<file path="config.mk">
export PLATFORM = sky130hd
export DESIGN_NAME = mem_arbiter_flat
export DESIGN_NICKNAME = d
export VERILOG_FILES = /design/src/rtl/mem_arb_pkg.sv /design/src/rtl/mem_arbiter_if.sv /design/src/rtl/rr_arb2.sv /design/src/rtl/mem_arbiter.sv /design/src/flat_wrapper.sv
export SDC_FILE = /design/constraint.sdc
export NUM_CORES = 1
export LEC_CHECK = 0
export ABC_AREA = 1
export BUFFER_PORTS_ARGS = -buffer_cell sky130_fd_sc_hd__buf_2
export CAP_MARGIN = 20
export CELL_PAD_IN_SITES_DETAIL_PLACEMENT = 0
export CELL_PAD_IN_SITES_GLOBAL_PLACEMENT = 2
export CORE_MARGIN = 3
export CORE_UTILIZATION = 16
export CTS_BUF_LIST = sky130_fd_sc_hd__clkbuf_4 sky130_fd_sc_hd__clkbuf_8 sky130_fd_sc_hd__clkbuf_16
export DETAILED_ROUTE_END_ITERATION = 8
export PLACE_DENSITY = 0.79
export SLEW_MARGIN = 10
export SYNTH_ARGS = -nofsm -noshare
export SYNTH_HDL_FRONTEND = slang
export SYNTH_SLANG_ARGS = --single-unit
</file>
<file path="constraint.sdc">
create_clock -name clk -period 1.4 [get_ports clk]
set_input_delay 0.21 -clock clk [delete_from_list [all_inputs] [get_ports clk]]
set_output_delay 0.21 -clock clk [all_outputs]
set_load 0.005 [all_outputs]
</file>
<file path="src/rtl/mem_arb_pkg.sv">
// Shared types and defaults for the two-master memory arbiter.
// Holds the FSM state encoding, the parameter defaults and an address range check.
package mem_arb_pkg;

    localparam int          DATA_WIDTH_DEF = 32;
    localparam int          ADDR_WIDTH_DEF = 16;
    localparam int unsigned DEPTH_DEF      = 128;

    typedef enum logic [1:0] {
        IDLE  = 2'd0,
        ISSUE = 2'd1,
        RDATA = 2'd2
    } arb_state_t;

    // Addresses are widened so that any ADDR_WIDTH up to 64 compares correctly against depth.
    function automatic logic addr_in_range(input logic [63:0] addr, input int unsigned depth);
        return addr < 64'(depth);
    endfunction

endpackage

</file>
<file path="src/rtl/mem_arbiter_if.sv">
// Bus bundle between the two requesting masters, the arbiter and the memory.
// The master modport is the outside world; the slave modport is the arbiter's view.
interface mem_arbiter_if
    import mem_arb_pkg::*;
#(
    parameter int DATA_WIDTH = DATA_WIDTH_DEF,
    parameter int ADDR_WIDTH = ADDR_WIDTH_DEF
);
    logic                  m0_req;
    logic                  m0_we;
    logic [ADDR_WIDTH-1:0] m0_addr;
    logic [DATA_WIDTH-1:0] m0_wdata;
    logic                  m0_gnt;
    logic                  m0_rvalid;
    logic [DATA_WIDTH-1:0] m0_rdata;
    logic                  m0_err;

    logic                  m1_req;
    logic                  m1_we;
    logic [ADDR_WIDTH-1:0] m1_addr;
    logic [DATA_WIDTH-1:0] m1_wdata;
    logic                  m1_gnt;
    logic                  m1_rvalid;
    logic [DATA_WIDTH-1:0] m1_rdata;
    logic                  m1_err;

    logic                  mem_WE;
    logic [ADDR_WIDTH-1:0] mem_write_address;
    logic [ADDR_WIDTH-1:0] mem_read_address;
    logic [DATA_WIDTH-1:0] mem_write_data;
    logic [DATA_WIDTH-1:0] mem_read_data;

    modport master (
        output m0_req, m0_we, m0_addr, m0_wdata,
        input  m0_gnt, m0_rvalid, m0_rdata, m0_err,
        output m1_req, m1_we, m1_addr, m1_wdata,
        input  m1_gnt, m1_rvalid, m1_rdata, m1_err,
        input  mem_WE, mem_write_address, mem_read_address, mem_write_data,
        output mem_read_data
    );

    modport slave (
        input  m0_req, m0_we, m0_addr, m0_wdata,
        output m0_gnt, m0_rvalid, m0_rdata, m0_err,
        input  m1_req, m1_we, m1_addr, m1_wdata,
        output m1_gnt, m1_rvalid, m1_rdata, m1_err,
        output mem_WE, mem_write_address, mem_read_address, mem_write_data,
        input  mem_read_data
    );

endinterface

</file>
<file path="src/rtl/rr_arb2.sv">
// Two-way round-robin picker: on a conflict the master not granted last wins.
// last_gnt = 1 means m1 was granted last, so m0 is favoured.
module rr_arb2 (
    input  logic [1:0] req,
    input  logic       last_gnt,
    output logic [1:0] grant
);

    always_comb begin
        grant = req;
        if (req == 2'b11) begin
            grant = last_gnt ? 2'b01 : 2'b10;
        end
    end

endmodule

</file>
<file path="src/rtl/mem_arbiter.sv">
// Arbitrates two masters onto one synchronous single-port-style memory, one transaction at a time.
// Each command takes IDLE -> ISSUE (grant) and, for in-range reads, -> RDATA (read data returned).
module mem_arbiter
    import mem_arb_pkg::*;
#(
    parameter int          DATA_WIDTH = DATA_WIDTH_DEF,
    parameter int          ADDR_WIDTH = ADDR_WIDTH_DEF,
    parameter int unsigned DEPTH      = DEPTH_DEF
) (
    input logic          clk,
    input logic          rst,
    mem_arbiter_if.slave bus
);

    arb_state_t            state_reg, state_next;
    logic                  last_reg, last_next;
    logic                  win_reg, win_next;
    logic                  we_reg, we_next;
    logic                  err_reg, err_next;
    logic [ADDR_WIDTH-1:0] addr_reg, addr_next;
    logic [DATA_WIDTH-1:0] wdata_reg, wdata_next;

    logic [1:0]            req_vec;
    logic [1:0]            grant;
    logic                  sel_we;
    logic [ADDR_WIDTH-1:0] sel_addr;
    logic [DATA_WIDTH-1:0] sel_wdata;

    logic [1:0]            gnt_vec;
    logic [1:0]            err_vec;
    logic [1:0]            rvalid_vec;
    logic [DATA_WIDTH-1:0] rdata_arr [2];

    assign req_vec = {bus.m1_req, bus.m0_req};

    rr_arb2 u_rr_arb2 (
        .req      (req_vec),
        .last_gnt (last_reg),
        .grant    (grant)
    );

    assign sel_we    = grant[1] ? bus.m1_we    : bus.m0_we;
    assign sel_addr  = grant[1] ? bus.m1_addr  : bus.m0_addr;
    assign sel_wdata = grant[1] ? bus.m1_wdata : bus.m0_wdata;

    always_ff @(posedge clk) begin
        if (rst) begin
            state_reg <= IDLE;
            last_reg  <= 1'b1;
            win_reg   <= 1'b0;
            we_reg    <= 1'b0;
            err_reg   <= 1'b0;
            addr_reg  <= '0;
            wdata_reg <= '0;
        end else begin
            state_reg <= state_next;
            last_reg  <= last_next;
            win_reg   <= win_next;
            we_reg    <= we_next;
            err_reg   <= err_next;
            addr_reg  <= addr_next;
            wdata_reg <= wdata_next;
        end
    end

    always_comb begin
        state_next = state_reg;
        last_next  = last_reg;
        win_next   = win_reg;
        we_next    = we_reg;
        err_next   = err_reg;
        addr_next  = addr_reg;
        wdata_next = wdata_reg;
        case (state_reg)
            IDLE: begin
                if (|req_vec) begin
                    win_next   = grant[1] & ~grant[0];
                    last_next  = grant[1] & ~grant[0];
                    we_next    = sel_we;
                    addr_next  = sel_addr;
                    wdata_next = sel_wdata;
                    err_next   = ~addr_in_range(64'(sel_addr), DEPTH);
                    state_next = ISSUE;
                end
            end
            ISSUE: begin
                state_next = (!we_reg && !err_reg) ? RDATA : IDLE;
            end
            RDATA: begin
                state_next = IDLE;
            end
            default: begin
                state_next = IDLE;
            end
        endcase
    end

    for (genvar gi = 0; gi < 2; gi++) begin : g_port
        assign gnt_vec[gi]    = (state_reg == ISSUE) && (win_reg == 1'(gi));
        assign err_vec[gi]    = gnt_vec[gi] && err_reg;
        assign rvalid_vec[gi] = (state_reg == RDATA) && (win_reg == 1'(gi));
        assign rdata_arr[gi]  = rvalid_vec[gi] ? bus.mem_read_data : '0;
    end

    assign bus.m0_gnt    = gnt_vec[0];
    assign bus.m1_gnt    = gnt_vec[1];
    assign bus.m0_err    = err_vec[0];
    assign bus.m1_err    = err_vec[1];
    assign bus.m0_rvalid = rvalid_vec[0];
    assign bus.m1_rvalid = rvalid_vec[1];
    assign bus.m0_rdata  = rdata_arr[0];
    assign bus.m1_rdata  = rdata_arr[1];

    // Gating with rst lets a reset sampled on the write edge cancel that write.
    assign bus.mem_WE            = (state_reg == ISSUE) && we_reg && !err_reg && !rst;
    assign bus.mem_write_address = addr_reg;
    assign bus.mem_read_address  = addr_reg;
    assign bus.mem_write_data    = wdata_reg;

endmodule

</file>
<file path="src/flat_wrapper.sv">
// flat-port wrapper written by rule: the top's interface ports become plain ports
module mem_arbiter_flat import mem_arb_pkg::*;
#(
    parameter int          DATA_WIDTH = DATA_WIDTH_DEF,
    parameter int          ADDR_WIDTH = ADDR_WIDTH_DEF,
    parameter int unsigned DEPTH      = DEPTH_DEF
)
  (clk, rst, bus_m0_req, bus_m0_we, bus_m0_addr, bus_m0_wdata, bus_m0_gnt, bus_m0_rvalid, bus_m0_rdata, bus_m0_err, bus_m1_req, bus_m1_we, bus_m1_addr, bus_m1_wdata, bus_m1_gnt, bus_m1_rvalid, bus_m1_rdata, bus_m1_err, bus_mem_WE, bus_mem_write_address, bus_mem_read_address, bus_mem_write_data, bus_mem_read_data);
  mem_arbiter_if #(.DATA_WIDTH(DATA_WIDTH), .ADDR_WIDTH(ADDR_WIDTH)) bus_i ();
  input logic clk;
  input logic rst;
  input wire logic [$bits(bus_i.m0_req)-1:0] bus_m0_req;
  input wire logic [$bits(bus_i.m0_we)-1:0] bus_m0_we;
  input wire logic [$bits(bus_i.m0_addr)-1:0] bus_m0_addr;
  input wire logic [$bits(bus_i.m0_wdata)-1:0] bus_m0_wdata;
  output wire logic [$bits(bus_i.m0_gnt)-1:0] bus_m0_gnt;
  output wire logic [$bits(bus_i.m0_rvalid)-1:0] bus_m0_rvalid;
  output wire logic [$bits(bus_i.m0_rdata)-1:0] bus_m0_rdata;
  output wire logic [$bits(bus_i.m0_err)-1:0] bus_m0_err;
  input wire logic [$bits(bus_i.m1_req)-1:0] bus_m1_req;
  input wire logic [$bits(bus_i.m1_we)-1:0] bus_m1_we;
  input wire logic [$bits(bus_i.m1_addr)-1:0] bus_m1_addr;
  input wire logic [$bits(bus_i.m1_wdata)-1:0] bus_m1_wdata;
  output wire logic [$bits(bus_i.m1_gnt)-1:0] bus_m1_gnt;
  output wire logic [$bits(bus_i.m1_rvalid)-1:0] bus_m1_rvalid;
  output wire logic [$bits(bus_i.m1_rdata)-1:0] bus_m1_rdata;
  output wire logic [$bits(bus_i.m1_err)-1:0] bus_m1_err;
  output wire logic [$bits(bus_i.mem_WE)-1:0] bus_mem_WE;
  output wire logic [$bits(bus_i.mem_write_address)-1:0] bus_mem_write_address;
  output wire logic [$bits(bus_i.mem_read_address)-1:0] bus_mem_read_address;
  output wire logic [$bits(bus_i.mem_write_data)-1:0] bus_mem_write_data;
  input wire logic [$bits(bus_i.mem_read_data)-1:0] bus_mem_read_data;
  assign bus_i.m0_req = bus_m0_req;
  assign bus_i.m0_we = bus_m0_we;
  assign bus_i.m0_addr = bus_m0_addr;
  assign bus_i.m0_wdata = bus_m0_wdata;
  assign bus_m0_gnt = bus_i.m0_gnt;
  assign bus_m0_rvalid = bus_i.m0_rvalid;
  assign bus_m0_rdata = bus_i.m0_rdata;
  assign bus_m0_err = bus_i.m0_err;
  assign bus_i.m1_req = bus_m1_req;
  assign bus_i.m1_we = bus_m1_we;
  assign bus_i.m1_addr = bus_m1_addr;
  assign bus_i.m1_wdata = bus_m1_wdata;
  assign bus_m1_gnt = bus_i.m1_gnt;
  assign bus_m1_rvalid = bus_i.m1_rvalid;
  assign bus_m1_rdata = bus_i.m1_rdata;
  assign bus_m1_err = bus_i.m1_err;
  assign bus_mem_WE = bus_i.mem_WE;
  assign bus_mem_write_address = bus_i.mem_write_address;
  assign bus_mem_read_address = bus_i.mem_read_address;
  assign bus_mem_write_data = bus_i.mem_write_data;
  assign bus_i.mem_read_data = bus_mem_read_data;
  mem_arbiter #(.DATA_WIDTH(DATA_WIDTH), .ADDR_WIDTH(ADDR_WIDTH), .DEPTH(DEPTH)) u_core (.clk(clk), .rst(rst), .bus(bus_i));
endmodule
</file>
==> results of run 1 <==
-- critical path, stage by stage (launching register included) --
cell and delay (ns):
dfxtp_2 0.37, nor3_4 0.21, inv_2 0.09, clkbuf_16 0.18
nor2_1 0.09, buf_2 0.11
-- what timing repair did --
| item | CTS | global route |
|---|---|---|
| buffers inserted | 2 | 6 |
| gates resized for setup | 15 | 50 |
| cloned | 0 | 5 |
| pin swaps | 0 | 1 |
| hold endpoints to repair | 0 | 0 |
| endpoints found under the setup margin | 69 | 102 |
-- Yosys cell counts (all sizes together) --
master,n
buf,39
inv,42
o21ai,50
a21oi,2
nand2,108
clkbuf,8
o22ai,1
dfxtp,54
nand3,7
nor3,5
nor4,1
nor2,79
a31oi,47
-- report_power, final --
| group | leakage [nW] | switching, mW | total [mW] | internal, mW |
|---|---|---|---|---|
| Combinational | 2.24 | 0.693 | 1.35 | 0.656 |
| Sequential | 0.450 | 0.107 | 1.83 | 1.72 |
| Clock | 0.0773 | 0.596 | 1.33 | 0.732 |
| Total | 2.77 | 1.40 | 4.50 | 3.11 |
-- metrics by stage --
stage	cell area, sq um	cells	setup slack [ns]
after global routing	4970	929	-0.244
final	4970	929	-0.158
after floorplan	2870	443	0.132
after CTS	4640	917	-0.174
after global placement	4430	908	-0.00187
after detailed placement	4430	908	0.000326
-- logic make-up after synthesis --
kind of cell,Yosys count,share of synthesized area
and+or+nand+nor,200,0.273
AOI/OAI and AO/OA,100,0.199
buffers and inverters,89,0.152
DFF,54,0.376
-- metal layers --
metal	routed length [microns]	vias up	share of wire
li1	-	1929	-
met1	4990	1636	0.38
met2	6690	184	0.51
met3	1390	13	0.11
met4	88	8	0.0067
met5	51	-	0.0039
-- area by class of cell --
type	count	area [sq um]	area share
Clock inverter	1	5.00	0.00101
Multi-Input combinational cell	300	1500	0.302
Antenna cell	1	2.50	0.000504
Sequential cell	54	1090	0.219
Timing Repair Buffer	299	1780	0.359
Clock buffer	7	146	0.0295
Inverter	42	160	0.0323
Tap cell	225	282	0.0567
-- final timing paths --
path,endpoint
setup / recovery,bus_m1_rdata[27]
hold / removal,u_core.win_reg
setup reg to reg,u_core.bus.mem_write_data[11]
hold reg to reg,u_core.state_reg[1]
==> impl_results.md, run 1 <==
* Outcome: finished with violations
* Failing checks: negative setup slack
* CTS tree: built
* RSZ-0062 raised after global routing: true
* First-pass DRT Iterations at 4
* Worst Path Max Fanout at 16
* Die width at 140 microns
* GR Util met1 at 0.125
* Worst-Margin Slew at 0.223 ns
* Nets at 836
* Yosys warns at 0
* Share of cells above drive strength 1 at 0.516
* DRC Markers at 0
* Max_cap viols at 0
* Final setup viols at 65
* Vias in the first global route at 3464
* Initial Util at 0.165
* Root buf cell: clkbuf_16
* Post-Syn Nets at 577
* Final Critical Period at 1.56 ns
* Largest area contributor in the netlist: dfxtp_1
* Post-synth top area share at 0.376
* Maximum number of pins on one net before global-route repair at 45
* Top Usage Layer GRT: met2
* GR Util met2 at 0.218
* Post-synthesis register bit count at 54
* Leak at 2.77 nW
* Syn Inst Count at 443
* Final Hold Fails at 0
* DPL Wire Length at 9770 microns
* Worst path required time at 1.19 ns
* Routed wire length per instance at 14.2 microns
* Post-synthesis sequential area ratio at 0.376
* R2r startpoint: u_core.state_reg[0]
* Synthesis-to-layout area growth at 72.8%
* All-Layer GR Usage at 0.118
* Core Area at 17400 sq um
* Clk sinks at 54
* PnR worst setup slack at -0.158 ns
* 1st-iter DRT viols at 127
* Height of the chip at 140 microns
* I/O pin total at 269
* Max transition margin at 0.852
* CP Launch Type: register
* Synth unique cells at 20
* Pwr dens at 907 nW/um^2
* Drt total wl at 13200 microns
* Overflow after GRT at 0
* Post-CTS Hold Buffers at 0
* CTS Buf Count at 5
* Antenna-violating nets left at 0
* Maximum root-to-sink buffer count at 2
* Final core utilization at 0.285
* Max Slew Vio Count at 0
* WHS at 0.128 ns
* Row count at 48
* Clock Pin Slew Worst Setup and Hold Paths at 0.07 ns
* Max H-tree Level at 2
* GRT met3 Usage at 0.0546
* Nature of the critical path endpoint: primary output
* Critical path type: reg -> out
* Worst R2R Setup Slack at 0 ns
* Worst Hold Depth at 2
* Most frequent cells in the layout: buf_2 (267), nand2_1 (104), dfxtp_1 (50), a31oi_1 (47)
* Hold path startpoint: rst
* Fin crit share at 1.11
* Worst Skew at 0.00424 ns
* Setup TNS at -7.87 ns
* Max IR drop VDD at 0.473 mV
* R2r worst-path depth at 8
* Vias per cell at 4.06
* Clk_lat worst skew at 0.30 ns
* Power after layout at 4.50 mW
* Syn avg cell area at 6.49 sq um
* First-pass GRT wire length at 18500 microns
* Max FFs per register at 32
* CP arrival at 1.35 ns
* Synthesized cell area at 2870 sq um
* Fillers at 1971
* GP Congestion at 0.741
* I/O Buffers at 268
* DR vias at 3770
* Worst setup path startpoint: u_core.state_reg[0]
* FMAX at 642 MHz
* Dominant cells by area after synthesis: dfxtp_1 (38%), nand2_1 (14%), a31oi_1 (10%)
* Hold Crit Class: in -> reg
* Initial antenna violation count at 5
* Area of the die at 19600 sq um
* Most common cell after layout, fill and taps aside: buf_2
No activity file was read; power rests on OpenSTA's default activity.
==> inputs of run 2 (changes only) <==
--- a/config.mk
+++ b/config.mk
@@ -10,7 +10,7 @@
 export CAP_MARGIN = 20
 export CELL_PAD_IN_SITES_DETAIL_PLACEMENT = 0
 export CELL_PAD_IN_SITES_GLOBAL_PLACEMENT = 2
-export CORE_MARGIN = 3
+export CORE_MARGIN = 2
 export CORE_UTILIZATION = 16
 export CTS_BUF_LIST = sky130_fd_sc_hd__clkbuf_4 sky130_fd_sc_hd__clkbuf_8 sky130_fd_sc_hd__clkbuf_16
 export DETAILED_ROUTE_END_ITERATION = 8
==> run 2 against run 1 <==
- the flow still finishes with violations (negative setup slack)
- global-route usage up 1.1 points
- cell area rose by 7.2%
- first-iteration DRC count down 20%
- critical endpoint is now bus_m1_rdata[25]
- largest cell class unchanged
==> impl_results.md, run 2 (synthesis results as in run 1) <==
* Fillers at 2002 (+1.6%)
* Outcome: finished with violations
* FMAX at 627 MHz (-2.4%)
* Drt total wl at 13500 microns (+1.9%)
* I/O Buffers at 268 (unchanged)
* Worst Skew at 0.00668 ns (+0.00243 ns)
* CP Launch Type: register
* Clk sinks at 54 (unchanged)
* First-pass DRT Iterations at 4 (unchanged)
* Height of the chip at 138 microns (-1.4%)
* R2r worst-path depth at 8 (unchanged)
* CP max stage delay at 0.37 ns (about the same)
* GP Congestion at 0.737 (-0.51%)
* Antenna-violating nets left at 0 (unchanged)
* CP arrival at 1.39 ns (+0.04 ns)
* Worst Path Max Fanout at 16 (unchanged)
* DRC Markers at 0 (unchanged)
* Cells along the critical path: nor3_4 > inv_2 > clkbuf_16 > nor2_1 > buf_2
* Slowest-stage cell, CP: dfxtp_4
* First-pass GRT wire length at 19600 microns (+6.1%)
* Final Hold Fails at 0 (unchanged)
* Row count at 49 (+2.1%)
* Share of cells above drive strength 1 at 0.547 (+0.0305)
* Max transition margin at 0.810 (-0.0416)
* Clk_lat worst skew at 0.30 ns (about the same)
* Critical path type: reg -> out
* Root buf cell: clkbuf_16
* PnR worst setup slack at -0.196 ns (-0.0377 ns)
* Area of the die at 19100 sq um (-2.8%)
* Setup TNS at -9.19 ns (-1.32 ns)
* Gate power share at 0.331 (+0.031)
* Initial antenna violation count at 3 (-2)
* Final Critical Period at 1.60 ns (+0.0377 ns)
* Clock Power Share at 0.286 (-0.009)
* Most common cell after layout, fill and taps aside: buf_2
* Max_cap viols at 0 (unchanged)
* Maximum root-to-sink buffer count at 2 (unchanged)
* DR vias at 3875 (+2.8%)
* Hold Crit Class: in -> reg
* I/O pin total at 269 (unchanged)
* Clock Pin Slew Worst Setup and Hold Paths at 0.07 ns (about the same)
* Max FFs per register at 32 (unchanged)
* Post-CTS Hold Buffers at 0 (unchanged)
* CTS tree: built
* Max Slew Vio Count at 0 (unchanged)
* Max H-tree Level at 2 (unchanged)
* Max IR drop VDD at 0.397 mV (-16%)
* CTS Buf Count at 5 (unchanged)
* Psw at 1.52 mW (+9.2%)
* Nature of the critical path endpoint: primary output
* Vias in the first global route at 3623 (+4.6%)
* RSZ-0062 raised after global routing: true
* Fin crit share at 1.14 (+0.0269)
* Die width at 138 microns (-1.4%)
* Pwr dens at 906 nW/um^2 (-0.13%)
* Leak at 2.90 nW (+4.7%)
* Overflow after GRT at 0 (unchanged)
* DPL Wire Length at 9640 microns (-1.4%)
* Cell internal pwr at 3.30 mW (+6.1%)
* All-Layer GR Usage at 0.130 (+0.0114)
* Post-route cell area at 5330 sq um (+7.2%)
* Power after layout at 4.82 mW (+7.1%)
* Worst path required time at 1.19 ns (about the same)
* Worst-Margin Slew at 0.285 ns (+0.0624 ns)
* Share of power burned in registers at 0.383 (-0.023)
* Most frequent cells in the layout: buf_2 (269), nand2_1 (104), dfxtp_1 (50), nor2_1 (48), a31oi_1 (43)
* Pre-CTS setup slack at -0.108 ns (-0.108 ns)
* Core Area at 17800 sq um (+2.1%)
* Worst Hold Depth at 2 (unchanged)
* Vias per cell at 4.09 (+0.83%)
* WHS at 0.105 ns (-0.0229 ns)
* 1st-iter DRT viols at 101 (-20%)
* Initial Util at 0.162 (-0.00337)
* Synthesis-to-layout area growth at 85.3%
* Routed wire length per instance at 14.2 microns (about the same)
* Nets at 848 (+1.4%)
* Switching Share at 0.316 (+0.00618)
* Placed inst area at 4480 sq um (+0.96%)
* Maximum number of pins on one net before global-route repair at 51 (+13%)
* Final setup viols at 82 (+26%)
* Failing checks: negative setup slack
run 2: critical path: cells and delay by family (launching register included):
kind	cells	cell delay (ns)
and+or+nand+nor	2	0.31
DFF	1	0.37
buffers and inverters	3	0.39
run 2: final timing paths:
kind | start | endpoint | slack (ns)
setup / recovery | u_core.state_reg[0] | bus_m1_rdata[25] | -0.20
hold / removal | rst | u_core.state_reg[0] | 0.11
setup reg to reg | u_core.state_reg[1] | u_core.bus.mem_write_data[16] | -0.02
hold reg to reg | u_core.we_reg | u_core.state_reg[1] | 0.41
run 2: repair_timing:
action                     4_1_cts  5_1_grt
pin swaps                        3        7
buffers inserted                 7        2
gates resized for setup         34       85
setup endpoints to repair       99      117
gates cloned                     5        7
run 2: layout make-up:
| cell class | count | area (sq um) | share of cell area |
|---|---|---|---|
| Multi-Input combinational cell | 300 | 1630 | 0.307 |
| Tap cell | 229 | 287 | 0.0538 |
| Antenna cell | 3 | 7.51 | 0.00141 |
| Timing Repair Buffer | 311 | 1980 | 0.372 |
| Sequential cell | 54 | 1090 | 0.205 |
| Clock buffer | 7 | 153 | 0.0287 |
| Clock inverter | 1 | 8.76 | 0.00164 |
| Inverter | 42 | 160 | 0.0301 |
run 2: metrics by stage:
stage | instances | util
CTS | 937 | 0.276
global placement | 917 | 0.252
floorplan | 443 | -
global route | 945 | 0.299
detailed placement | 917 | 0.252
finish | 947 | 0.300
run 2: power groups by stage:
stage / logic (mW) / clock network, mW / registers [mW]
floorplan: 0.593 / 0 / 1.86
global placement: 1.22 / 0 / 1.86
detailed placement: 1.21 / 0 / 1.86
CTS: 1.41 / 1.44 / 1.84
global route: 1.75 / 1.51 / 1.88
finish: 1.60 / 1.38 / 1.85
run 2: routing by layer:
metal / track usage / part of all wire / routed length [microns] / vias up
met5: 0 / 0.00052 / 7 / -
met4: 0.0349 / 0.018 / 244 / 2
met3: 0.0561 / 0.095 / 1280 / 14
met2: 0.229 / 0.50 / 6670 / 185
met1: 0.143 / 0.39 / 5260 / 1708
li1: - / - / - / 1966
==> inputs of run 3 (changes only) <==
--- a/config.mk
+++ b/config.mk
@@ -6,6 +6,7 @@
 export NUM_CORES = 1
 export LEC_CHECK = 0
 export ABC_AREA = 1
+export ABC_CLOCK_PERIOD_IN_PS = 1400
 export BUFFER_PORTS_ARGS = -buffer_cell sky130_fd_sc_hd__buf_2
 export CAP_MARGIN = 20
 export CELL_PAD_IN_SITES_DETAIL_PLACEMENT = 0
@@ -14,6 +15,7 @@
 export CORE_UTILIZATION = 16
 export CTS_BUF_LIST = sky130_fd_sc_hd__clkbuf_4 sky130_fd_sc_hd__clkbuf_8 sky130_fd_sc_hd__clkbuf_16
 export DETAILED_ROUTE_END_ITERATION = 8
+export GPL_TIMING_DRIVEN = 0
 export PLACE_DENSITY = 0.79
 export SLEW_MARGIN = 10
 export SYNTH_ARGS = -nofsm -noshare
==> run 3 against run 2 <==
- the run still ends with negative setup slack left
- power is 1.6% lower
- clock skew is 0.0013 ns lower
- via count is 3.6% higher
- clock-buffer cell count is 1 lower
- maximum frequency is 0.28% lower
- sequential share of layout area is 0.69 points lower
- utilization is 1.1 points higher
- register-to-register slack hardly changed
- largest cell class unchanged
==> impl_results.md, run 3 (synthesis results as in run 1) <==
* Max_cap viols at 0 (unchanged)
* Pwr dens at 861 nW/um^2 (-5.0%)
* Most common cell after layout, fill and taps aside: buf_2
* GP Congestion at 0.724 (-1.8%)
* Post-CTS Hold Buffers at 0 (unchanged)
* All-Layer GR Usage at 0.135 (+0.00510)
* I/O Buffers at 267 (-0.37%)
* CP arrival at 1.39 ns (about the same)
* Share of cells above drive strength 1 at 0.580 (+0.0327)
* Bufs and invs on worst path at 4 (+1)
* Most frequent cells in the layout: buf_2 (270), nand2_1 (101), dfxtp_1 (49), a31oi_1 (47), inv_1 (36)
* Outcome: finished with violations
* Max Slew Vio Count at 0 (unchanged)
* CP max stage delay at 0.34 ns (-0.03 ns)
* Post-route cell area at 5520 sq um (+3.6%)
* Fin crit share at 1.14 (+0.00323)
* Die width at 138 microns (unchanged)
* DR vias at 4015 (+3.6%)
* Critical path type: reg -> out
* Max H-tree Level at 2 (unchanged)
* Fillers at 1971 (-1.5%)
* WHS at 0.133 ns (+0.0279 ns)
* Hold path startpoint: rst
* Final Hold Fails at 0 (unchanged)
* Worst Path Max Fanout at 6 (-10)
* Cells along the critical path: inv_4 > nor3_4 > inv_4 > clkbuf_16 > nor2_4 > buf_2
* Clk_lat worst skew at 0.30 ns (about the same)
* Most frequent CP cell: inv_4
* Maximum number of pins on one net before global-route repair at 17 (-67%)
* Worst path required time at 1.19 ns (about the same)
* CTS tree: built
* 1st-iter DRT viols at 71 (-30%)
* Initial antenna violation count at 1 (-2)
* I/O pin total at 269 (unchanged)
* CTS Buf Count at 5 (unchanged)
* FMAX at 625 MHz (-0.28%)
* DPL Wire Length at 10700 microns (+11%)
* Leak at 2.98 nW (+2.9%)
* Hold Crit Class: in -> reg
* Initial Util at 0.162 (unchanged)
* Placed inst area at 4500 sq um (+0.45%)
* Clock Pin Slew Worst Setup and Hold Paths at 0.07 ns (about the same)
* Area of the die at 19100 sq um (unchanged)
* Max FFs per register at 32 (unchanged)
* Worst Skew at 0.00536 ns (-0.00132 ns)
* First-pass DRT Iterations at 4 (unchanged)
* Overflow after GRT at 0 (unchanged)
* Core Area at 17800 sq um (unchanged)
* R2r startpoint: u_core.state_reg[0]
* Worst-Margin Slew at 0.595 ns (+0.310 ns)
* Max transition margin at 0.603 (-0.207)
* Clk sinks at 54 (unchanged)
* First-pass GRT wire length at 20600 microns (+4.6%)
* Vias per cell at 4.13 (+0.95%)
* Height of the chip at 138 microns (unchanged)
* CP Launch Type: register
* RSZ-0062 raised after global routing: true
* Root buf cell: clkbuf_16
* Row count at 49 (unchanged)
* Routed wire length per instance at 14.4 microns (+1.5%)
* PnR worst setup slack at -0.200 ns (-0.00452 ns)
* Vias in the first global route at 3792 (+4.7%)
* Drt total wl at 14000 microns (+4.2%)
* Nets at 875 (+3.2%)
* Maximum root-to-sink buffer count at 2 (unchanged)
* Final Critical Period at 1.60 ns (+0.00452 ns)
* Max IR drop VDD at 0.563 mV (+42%)
* CP top delay family: buffers and inverters
* DRC Markers at 0 (unchanged)
* Synthesis-to-layout area growth at 91.9%
* Antenna-violating nets left at 0 (unchanged)
* Failing checks: negative setup slack
* Final setup viols at 67 (-18%)
* Setup TNS at -10.27 ns (-1.08 ns)
* Slowest-stage cell, CP: dfxtp_2
* Worst setup path startpoint: u_core.state_reg[1]
* Nature of the critical path endpoint: primary output
==> run 3: cell count changes in the layout (fill, tap and decap cells not counted), sizes merged <==
cell    previous run  this run
clkinv             1         2
diode              3         1
clkbuf            14        21
buf              304       323
==> run 3: metal layers <==
metal,global-route usage,share of wire,up-vias
met5,0,0,-
met4,0.0263,0.0093,0
met3,0.0426,0.081,8
met2,0.249,0.52,183
met1,0.153,0.39,1808
li1,-,-,2016
==> run 3: per-stage QoR <==
stage / util / instances / setup WS (ns) / total power [mW]
4_1_cts: 0.282 / 960 / -0.206 / 4.63
6_report: 0.310 / 972 / -0.200 / 4.75
3_3_place_gp: 0.253 / 939 / -0.215 / 3.12
2_1_floorplan: - / 443 / 0.132 / 2.46
5_1_grt: 0.310 / 971 / -0.278 / 5.04
3_5_place_dp: 0.253 / 939 / -0.245 / 3.12
==> run 3: cell type report <==
| class | instances | area (sq um) | area share |
|---|---|---|---|
| tap | 229 | 287 | 0.0520 |
| multi-input combinational | 300 | 1720 | 0.311 |
| inverter | 42 | 170 | 0.0309 |
| timing repair buffer | 293 | 1690 | 0.307 |
| sequential | 54 | 1090 | 0.199 |
| buffer | 45 | 404 | 0.0733 |
| clock inverter | 2 | 13.8 | 0.00250 |
| clock buffer | 6 | 133 | 0.0240 |
| antenna | 1 | 2.50 | 0.000454 |
==> run 3: report_power, final <==
part | leakage (nW) | switching (mW) | total [mW] | internal, mW
registers | 0.451 | 0.135 | 1.86 | 1.72
logic | 2.46 | 0.797 | 1.60 | 0.804
clock network | 0.0743 | 0.604 | 1.29 | 0.686
==> run 3: path summary, 6_finish.rpt <==
| kind | end | slack, ns | depth (start not counted) |
|---|---|---|---|
| setup reg to reg | u_core.err_reg | -0.02 | 10 |
| hold / removal | u_core.win_reg | 0.13 | 2 |
| setup / recovery | bus_m1_rdata[12] | -0.20 | 6 |
| hold reg to reg | u_core.state_reg[1] | 0.43 | 1 |
==> run 3: what timing repair did <==
| action | in CTS | in global routing |
|---|---|---|
| gates cloned | 3 | 5 |
| pin swaps | 6 | 13 |
| setup buffers | 10 | 8 |
| setup endpoints to repair | 118 | 121 |
| gates resized for setup | 95 | 115 |
